--- src/rtl/within_gen_pkg.sv ---
// rtl/within_gen_pkg.sv - shared FSM state type and window-length helper
package within_gen_pkg;

  typedef enum logic [1:0] {IDLE, RUN, DONE} state_t;

  function automatic int win_len(input int a_len, input int gap, input int b_len);
    return a_len + gap + b_len;
  endfunction

endpackage

--- src/rtl/within_window_gen_pulse_train.sv ---
// rtl/within_window_gen_pulse_train.sv - burst of count one-cycle pulses spaced two cycles apart
module pulse_train #(
  parameter int CW = 5
) (
  input  logic          clk,
  input  logic          rst_n,
  input  logic          trigger,
  input  logic [CW-1:0] count,
  output logic          pulse
);

  localparam logic [CW-1:0] ONE = 1;

  logic [CW-1:0] rem_q;
  logic          gap_q;

  // The caller decodes trigger one cycle early, so the registered first pulse
  // lands on the cycle the caller aimed for.
  always_ff @(posedge clk or negedge rst_n) begin
    if (!rst_n) begin
      rem_q <= '0;
      gap_q <= 1'b0;
      pulse <= 1'b0;
    end else if (trigger && count != '0) begin
      pulse <= 1'b1;
      rem_q <= count - ONE;
      gap_q <= 1'b1;
    end else if (gap_q) begin
      pulse <= 1'b0;
      gap_q <= 1'b0;
    end else if (rem_q != '0) begin
      pulse <= 1'b1;
      rem_q <= rem_q - ONE;
      gap_q <= 1'b1;
    end else begin
      pulse <= 1'b0;
    end
  end

endmodule

--- src/rtl/within_window_gen.sv ---
// rtl/within_window_gen.sv - reference window a/b plus c/d test sequence generator
module within_window_gen
  import within_gen_pkg::*;
#(
  parameter int A_LEN     = 4,
  parameter int GAP       = 2,
  parameter int B_LEN     = 2,
  parameter int C_CNT     = 2,
  parameter int D_CNT     = 2,
  parameter int CW        = 5,
  parameter int C_OFF_MAX = 23
) (
  input  logic          clk,
  input  logic          rst_n,
  input  logic          start,
  input  logic [CW-1:0] c_off,
  input  logic          overrun,
  output logic          a,
  output logic          b,
  output logic          c,
  output logic          d,
  output logic          in_window,
  output logic          busy,
  output logic          done,
  output logic          fits
);

  localparam int W       = win_len(A_LEN, GAP, B_LEN);
  localparam int MAX_END = C_OFF_MAX + 2 * (C_CNT + D_CNT + 1) - 2;

  localparam logic [CW-1:0] W_LAST     = CW'(W - 1);
  localparam logic [CW-1:0] A_END      = CW'(A_LEN);
  localparam logic [CW-1:0] B_BEGIN    = CW'(A_LEN + GAP);
  localparam logic [CW-1:0] W_END      = CW'(W);
  localparam logic [CW-1:0] D_OFF      = CW'(2 * C_CNT);
  localparam logic [CW-1:0] LASTD_BASE = CW'(2 * (C_CNT + D_CNT) - 2);
  localparam logic [CW-1:0] C_COUNT    = CW'(C_CNT);
  localparam logic [CW-1:0] D_COUNT    = CW'(D_CNT);
  localparam logic [CW-1:0] ONE        = 1;

  if (MAX_END > (1 << CW) - 1 || W > (1 << CW) - 1) begin : g_cfg_check
    $error("within_window_gen: CW too narrow for the largest end index");
  end

  state_t        state_q, state_nxt;
  logic [CW-1:0] k_q, k_nxt, end_q, c_off_q;
  logic          overrun_q;
  logic          accept, run_nxt, ov_eff, c_trig, d_trig;
  logic [CW-1:0] c_off_eff, lastd, end_calc, d_count;

  assign accept    = (state_q == IDLE) && start;
  assign c_off_eff = accept ? c_off : c_off_q;
  assign ov_eff    = accept ? overrun : overrun_q;
  assign lastd     = c_off + LASTD_BASE + {{(CW-2){1'b0}}, overrun, 1'b0};
  assign end_calc  = (lastd > W_LAST) ? lastd : W_LAST;
  assign d_count   = D_COUNT + {{(CW-1){1'b0}}, ov_eff};

  always_comb begin
    state_nxt = state_q;
    k_nxt     = k_q;
    unique case (state_q)
      IDLE: begin
        if (start) begin
          state_nxt = RUN;
          k_nxt     = '0;
        end
      end
      RUN: begin
        if (k_q == end_q) begin
          state_nxt = DONE;
          k_nxt     = '0;
        end else begin
          k_nxt = k_q + ONE;
        end
      end
      DONE:    state_nxt = IDLE;
      default: state_nxt = IDLE;
    endcase
  end

  // Outputs are decoded from the next index so they line up with k in the same cycle.
  assign run_nxt = (state_nxt == RUN);
  assign c_trig  = run_nxt && (k_nxt == c_off_eff);
  assign d_trig  = run_nxt && (k_nxt == c_off_eff + D_OFF);

  always_ff @(posedge clk or negedge rst_n) begin
    if (!rst_n) begin
      state_q   <= IDLE;
      k_q       <= '0;
      end_q     <= '0;
      c_off_q   <= '0;
      overrun_q <= 1'b0;
      fits      <= 1'b0;
      a         <= 1'b0;
      b         <= 1'b0;
      in_window <= 1'b0;
      busy      <= 1'b0;
      done      <= 1'b0;
    end else begin
      state_q   <= state_nxt;
      k_q       <= k_nxt;
      if (accept) begin
        end_q     <= end_calc;
        c_off_q   <= c_off;
        overrun_q <= overrun;
        fits      <= (lastd <= W_LAST);
      end
      a         <= run_nxt && (k_nxt < A_END);
      b         <= run_nxt && (k_nxt >= B_BEGIN) && (k_nxt < W_END);
      in_window <= run_nxt && (k_nxt < W_END);
      busy      <= run_nxt;
      done      <= (state_nxt == DONE);
    end
  end

  pulse_train #(.CW(CW)) u_c_train (
    .clk     (clk),
    .rst_n   (rst_n),
    .trigger (c_trig),
    .count   (C_COUNT),
    .pulse   (c)
  );

  pulse_train #(.CW(CW)) u_d_train (
    .clk     (clk),
    .rst_n   (rst_n),
    .trigger (d_trig),
    .count   (d_count),
    .pulse   (d)
  );

endmodule

--- config.mk ---
export PLATFORM = sky130hd
export DESIGN_NAME = within_window_gen
export DESIGN_NICKNAME = d
export VERILOG_FILES = /design/src/rtl/within_gen_pkg.sv /design/src/rtl/within_window_gen_pulse_train.sv /design/src/rtl/within_window_gen.sv
export SDC_FILE = /design/constraint.sdc
export NUM_CORES = 1
export LEC_CHECK = 0
export ABC_AREA = 1
export CAP_MARGIN = 20
export CORE_ASPECT_RATIO = 1.4
export CORE_UTILIZATION = 30
export DETAILED_ROUTE_END_ITERATION = 8
export PLACE_DENSITY = 0.5
export SYNTH_ARGS = -nofsm -noshare
export SYNTH_HDL_FRONTEND = slang
export SYNTH_SLANG_ARGS = --single-unit
--- constraint.sdc ---
create_clock -name clk -period 2.48 [get_ports clk]
set_clock_uncertainty 0.1 [all_clocks]
set_input_delay 0.744 -clock clk [delete_from_list [all_inputs] [get_ports clk]]
set_output_delay 0.744 -clock clk [all_outputs]
set_load 0.005 [all_outputs]
# --- Yosys cells after proc, flatten, opt, wreduce, memory -nomap -nowiden ---
# Cells that the tools add are included.
word_totals:
  in_bits: 9
  regBits: 36
  wordCells: 73
classes:
  muxes: 21
  eq_ne: 8
  order_cmp: 5
  add_sub_neg: 8
  n_reduce_logical: 16
ops:
  columns: ["operator", "count"]
  rows:
  - ["5-bit 2-to-1 mux", 10]
  - ["5-bit equality test", 3]
  - ["5-bit nonzero test", 3]
  - ["5-bit by 3-bit adder with 5-bit output (second input constant)", 2]
  - ["5-bit case mux with 2 select lines", 1]
  - ["5-bit by 1-bit subtractor with 5-bit output (second input constant)", 2]
  - ["1-bit logical AND", 8]
  - ["1-bit 2-to-1 mux", 7]
  - ["5-bit by 1-bit adder with 5-bit output (second input constant)", 1]
  - ["5-bit by 2-bit adder with 5-bit output", 1]
  - ["5-bit by 3-bit >= comparator with 1-bit output (second input constant)", 1]
  - ["5-bit by 3-bit greater-than comparator with 1-bit output (second input constant)", 1]
  - ["5-bit by 3-bit less-or-equal comparator with 1-bit output (second input constant)", 1]
  - ["5-bit by 3-bit less-than comparator with 1-bit output (second input constant)", 1]
  - ["5-bit by 4-bit less-than comparator with 1-bit output (second input constant)", 1]
  - ["2-bit by 1-bit equality test with 1-bit output (second input constant)", 2]
  - ["2-bit 2-to-1 mux", 2]
  - ["2-bit != test (second input constant)", 2]
  - ["2-bit case mux with 2 select lines", 1]
  - ["2-bit AND reduction", 2]
  - ["2-bit nonzero test", 2]
  - ["3-bit by 1-bit subtractor with 4-bit output (second input constant)", 1]
  - ["2-bit by 1-bit adder with 3-bit output (first input constant)", 1]
  - ["2-bit equality test (second input constant)", 1]
  - ["2-bit logical NOT", 1]

# --- Depth between registers and ports, before layout ---
depth:
  word_depth: 9
  ltp_mapped: 16
  ltp_nobuf: 16

# --- By module ---
# A second synthesis with hierarchy kept.
hier_totals:
  hier_cells: 308
  hier_area_um2: 2301.0
modules_own_cells:
  columns: ["mod", "seq_area_each_um2", "area_per_inst_um2", "cells_per_inst", "instances"]
  rows:
  - ["within_window_gen", 600.6, 1367.6, 174, 1]
  - ["pulse_train", 150.1, 466.7, 67, 2]

# --- Least setup slack after synthesis ---
# OpenSTA, ideal clock, no wires.
synth_path:
  path_type: "input to register"
  start: "input port start"
  end: "register u_d_train.rem_q[1]"
  path_stages: 12
  setup_ns: 0.117
  arrival_ns: 2.063
  n_path_buf: 1
  setup_slack_ns: 0.200
  cell_sequence: "nand2_2 > buf_6 > o21ai_0 > ha_1 > xor2_1 > inv_1 > nand2_1 > nand2_1 > inv_1 > nand3_4 > nand3_1 > nand2_1"
synth_via:
  elab_chain_cells: 8
  word_cells_on_any_way: 19
synth_rtl:
  columns: ["item", "line", "source"]
  rows:
  - ["from (decl)", "within_window_gen.sv:15", "input logic start,"]
  - ["1-bit logical AND (*)", "within_window_gen.sv:51", "assign accept = (state_q == IDLE) && start;"]
  - ["5-bit 2-to-1 mux (*)", null, null]
  - ["named net c_off_eff[3]", "within_window_gen.sv:49", "logic [CW-1:0] c_off_eff, lastd, end_calc, d_count;"]
  - ["5-bit by 3-bit adder with 5-bit output (*)", "within_window_gen.sv:84", "assign d_trig = run_nxt && (k_nxt == c_off_eff + D_OFF);"]
  - ["5-bit equality test (*)", "within_window_gen.sv:84", null]
  - ["1-bit logical AND (*)", "within_window_gen.sv:84", null]
  - ["1-bit logical AND (*)", "within_window_gen_pulse_train.sv:24", "end else if (trigger && count != '0) begin"]
  - ["2-bit != test (no source line) or 2-bit nonzero test (tied branches)", null, null]
  - ["2-bit AND reduction (no source line)", null, null]
  - ["to (signal assigned)", "within_window_gen_pulse_train.sv:26", "rem_q <= count - ONE;"]
  - ["to (signal assigned)", "within_window_gen_pulse_train.sv:33", "rem_q <= rem_q - ONE;"]
  - ["to (decl)", "within_window_gen_pulse_train.sv:14", "logic [CW-1:0] rem_q;"]
# Mark *: on every way through the listed nets, which the timed path passes. The rest lies on a longest branch.
# A chain may end at the register's enable or synchronous reset.

# --- Worst setup path in the final report ---
layout_path:
  start: "input port c_off[1]"
  end: "register end_q[0]"
layout_via:
  elab_chain_cells: 4
layout_rtl:
  columns: ["item", "line", "source"]
  rows:
  - ["from (decl)", "within_window_gen.sv:16", "input logic [CW-1:0] c_off,"]
  - ["5-bit by 3-bit adder with 5-bit output", "within_window_gen.sv:54", "assign lastd = c_off + LASTD_BASE + {{(CW-2){1'b0}}, overrun, 1'b0};"]
  - ["5-bit by 2-bit adder with 5-bit output", "within_window_gen.sv:54", null]
  - ["5-bit by 3-bit greater-than comparator with 1-bit output", "within_window_gen.sv:55", "assign end_calc = (lastd > W_LAST) ? lastd : W_LAST;"]
  - ["5-bit 2-to-1 mux", "within_window_gen.sv:55", null]
  - ["to (signal assigned)", "within_window_gen.sv:103", "end_q <= end_calc;"]
  - ["to (decl)", "within_window_gen.sv:46", "logic [CW-1:0] k_q, k_nxt, end_q, c_off_q;"]
# Every way passes these cells.

==> results.json <==
{
  "finalSetupViolCount": 0,
  "hpwlAfterDp_mm": 3.110,
  "core_area_um2": 6296,
  "r2r_start": "state_q[1]",
  "vias": 1581,
  "status": "complete, but fails checks",
  "synth_area_leader_cell": "dfrtp_1",
  "die-area_um2": 6944,
  "grt_pass1_vias": 1606,
  "cp-startpoint": "c_off[1]",
  "io_pins": 17,
  "synth_fa_ha_area_share_pct": 6.057,
  "drive_above_1_share_pct": 27.05,
  "dp.cells": 344,
  "synth_seq_cells": 36,
  "nets": 298,
  "postRouteAntennaNets": 0,
  "end_kind": "flop",
  "cp_max_fo": 3,
  "die-height_um": 98.20,
  "fp-row-count": 34,
  "area_delta_synth_final_pct": 31.92,
  "clkLatencyLatePin_ns": 0.30,
  "antenna_cells": 0,
  "numPortBuffers": 16,
  "power.total_w": 0.003794,
  "synthXorXnorAreaFrac_pct": 5.300,
  "period_needed_ns": 2.363,
  "finalHoldViolCount": 0,
  "final_core_util_pct": 41.55,
  "ff_latch_area_um2": 900.9,
  "die_w_um": 70.72,
  "cts_hold_buf": 0,
  "vdd_drop_max_mv": 0.4423,
  "synth.top_cell.area_share_pct": 45.43,
  "syn-cell-area_um2": 1983,
  "final_common_cell": "nand2_1",
  "synthCells": 233,
  "worst_pin_slew_ns": 0.5283,
  "grt_max_degree": 37,
  "grt_usage_pct": 13.65,
  "violations": "DRC",
  "gp_routability_congestion": 0.7575,
  "cp.arrival_ns": 2.48,
  "cts-buffers-inserted": 5,
  "cts_tree": "done",
  "drv_slew": 0,
  "num-fill-cells": 654,
  "synthSimpleGateAreaFrac_pct": 29.65,
  "grt.overflow.total": 0,
  "synth_area_leaders": "dfrtp_1 45%, nand2_1 11%, inv_1 6.4%",
  "clk_pin_slew_ns": 0.08,
  "clockBufferDepth": 2,
  "postSynthAreaPerCell_um2": 8.511,
  "cts_sinks": 36,
  "cap_violations": 0,
  "routed_wl_mm": 4.093,
  "cp-start-kind": "input port",
  "yosysUniqueCellTypes": 30,
  "clock.fmax_mhz": 423.3,
  "hp-class": "input port to asynchronous set/reset pin",
  "final-instance-count-excl-fill": 353,
  "cts.htree.levels": 2,
  "synth_top_family_by_area": "simple AND/OR/NAND/NOR gates",
  "wl_per_cell_um": 11.59,
  "fin_hold_ws_ns": 0.3784,
  "required_ns": 2.60,
  "timing.slew.headroom_pct": 64.65,
  "synth_nets": 251,
  "clock-root-buffer": "clkbuf_8",
  "crit_type": "input port to flop",
  "drc_errors": 2,
  "drtIter0Drc": 62,
  "final_cell_mix": "57 x nand2_1, 36 x dfrtp_1, 33 x inv_1",
  "power.leakage_nw": 1.333,
  "antenna_found_initial": 0,
  "synthMuxAreaShare_pct": 0,
  "initial_utilization_pct": 31.50,
  "synth_compound_area_share_pct": 5.426,
  "multi_input_area_um2": 967.2,
  "pwr_density_cell_nw_per_um2": 1450,
  "drt_first_pass_iters": 6,
  "grt_pass1_wl_mm": 7.224,
  "ys_warn_count": 0,
  "period_share_pct": 95.26,
  "synth-seq-area-share_pct": 45.43,
  "via_per_inst": 4.479
}
-- synth_stat cells (all sizes together) --
library cell / number
nor4: 1
xor2: 8
buf: 1
xnor2: 4
nor3: 3
nand3: 22
nor2: 15
o211ai: 1
dfrtp: 36
nand2: 69
clkbuf: 1
nand4: 1
a31oi: 2
fa: 1
a21oi: 5
or2: 5
o21ai: 11
inv: 39
ha: 8
-- worst max-delay path: stages --
cell and delay [ns]:
clkdlybuf4s50_1 0.47, inv_1 0.05, ha_1 0.18, inv_1 0.08
ha_2 0.19, fa_2 0.47, nor2_4 0.15, nand2_2 0.07
o211ai_1 0.08
-- cell type report --
class                           count  area share, %
Sequential cell                    36          34.43
Clock inverter                      3          3.443
Multi-Input combinational cell    156          36.97
Tap cell                           72          3.443
Inverter                           39          5.595
Timing Repair Buffer               42          13.49
Clock buffer                        5          2.630
-- stage by stage --
stage,instance area [um^2],setup TNS [ns],worst slack [ns]
final,2616,0,0.1175
after detailed placement,2401,-4.171,-0.3894
after CTS,2569,0,0.006617
after global routing,2616,-0.01681,-0.01681
after global placement,2401,-3.984,-0.3470
after floorplan,1983,0,0.2002
-- layer usage --
layer  share of wire, %  wire length (um)  track usage [%]
met5                  0                 0                0
met1                 44              1791            15.67
met2                 50              2043            23.08
met4                3.5               145            7.692
met3                2.7               112            3.199
-- path summary, 6_finish.rpt --
check                                endpoint  slack (ns)  depth (start not counted)
hold reg to reg                          fits        0.39                          2
setup / recovery                     end_q[0]        0.12                          9
max in group asynchronous            end_q[4]        1.56                          2
min in group clk                         fits        0.39                          2
setup reg to reg           u_d_train.rem_q[1]        0.38                         13
hold / removal                           done        0.38                          2
-- kinds of logic after synthesis --
| logic type | Yosys count |
|---|---|
| xor+xnor | 12 |
| compound gates | 19 |
| buf+inv | 41 |
| simple gates | 116 |
| fa+ha+maj | 9 |
| flops | 36 |
-- power breakdown --
part           switching (W)  internal, W  leakage, nW  total, W
Clock               0.000229     0.000503       0.0784  0.000733
Sequential          0.000163     0.000867        0.437   0.00103
Combinational        0.00114     0.000894        0.817   0.00203
-- timing repair --
item,in CTS,in global routing
setup buffers,0,1
hold endpoints to repair,0,0
setup endpoints to repair,5,10
pin swaps,4,7
gates resized for setup,3,13
gates cloned,0,0
-- registers in the layout, summed over array words and instances, names as in the netlist --
signal,count
c_off_q,5
end_q,5
k_q,5
u_c_train.rem_q,5
u_d_train.rem_q,5
state_q,2
a,1
b,1
busy,1
done,1
fits,1
in_window,1
overrun_q,1
u_c_train.pulse,1
u_d_train.pulse,1
(Power assumes the default switching activity.)
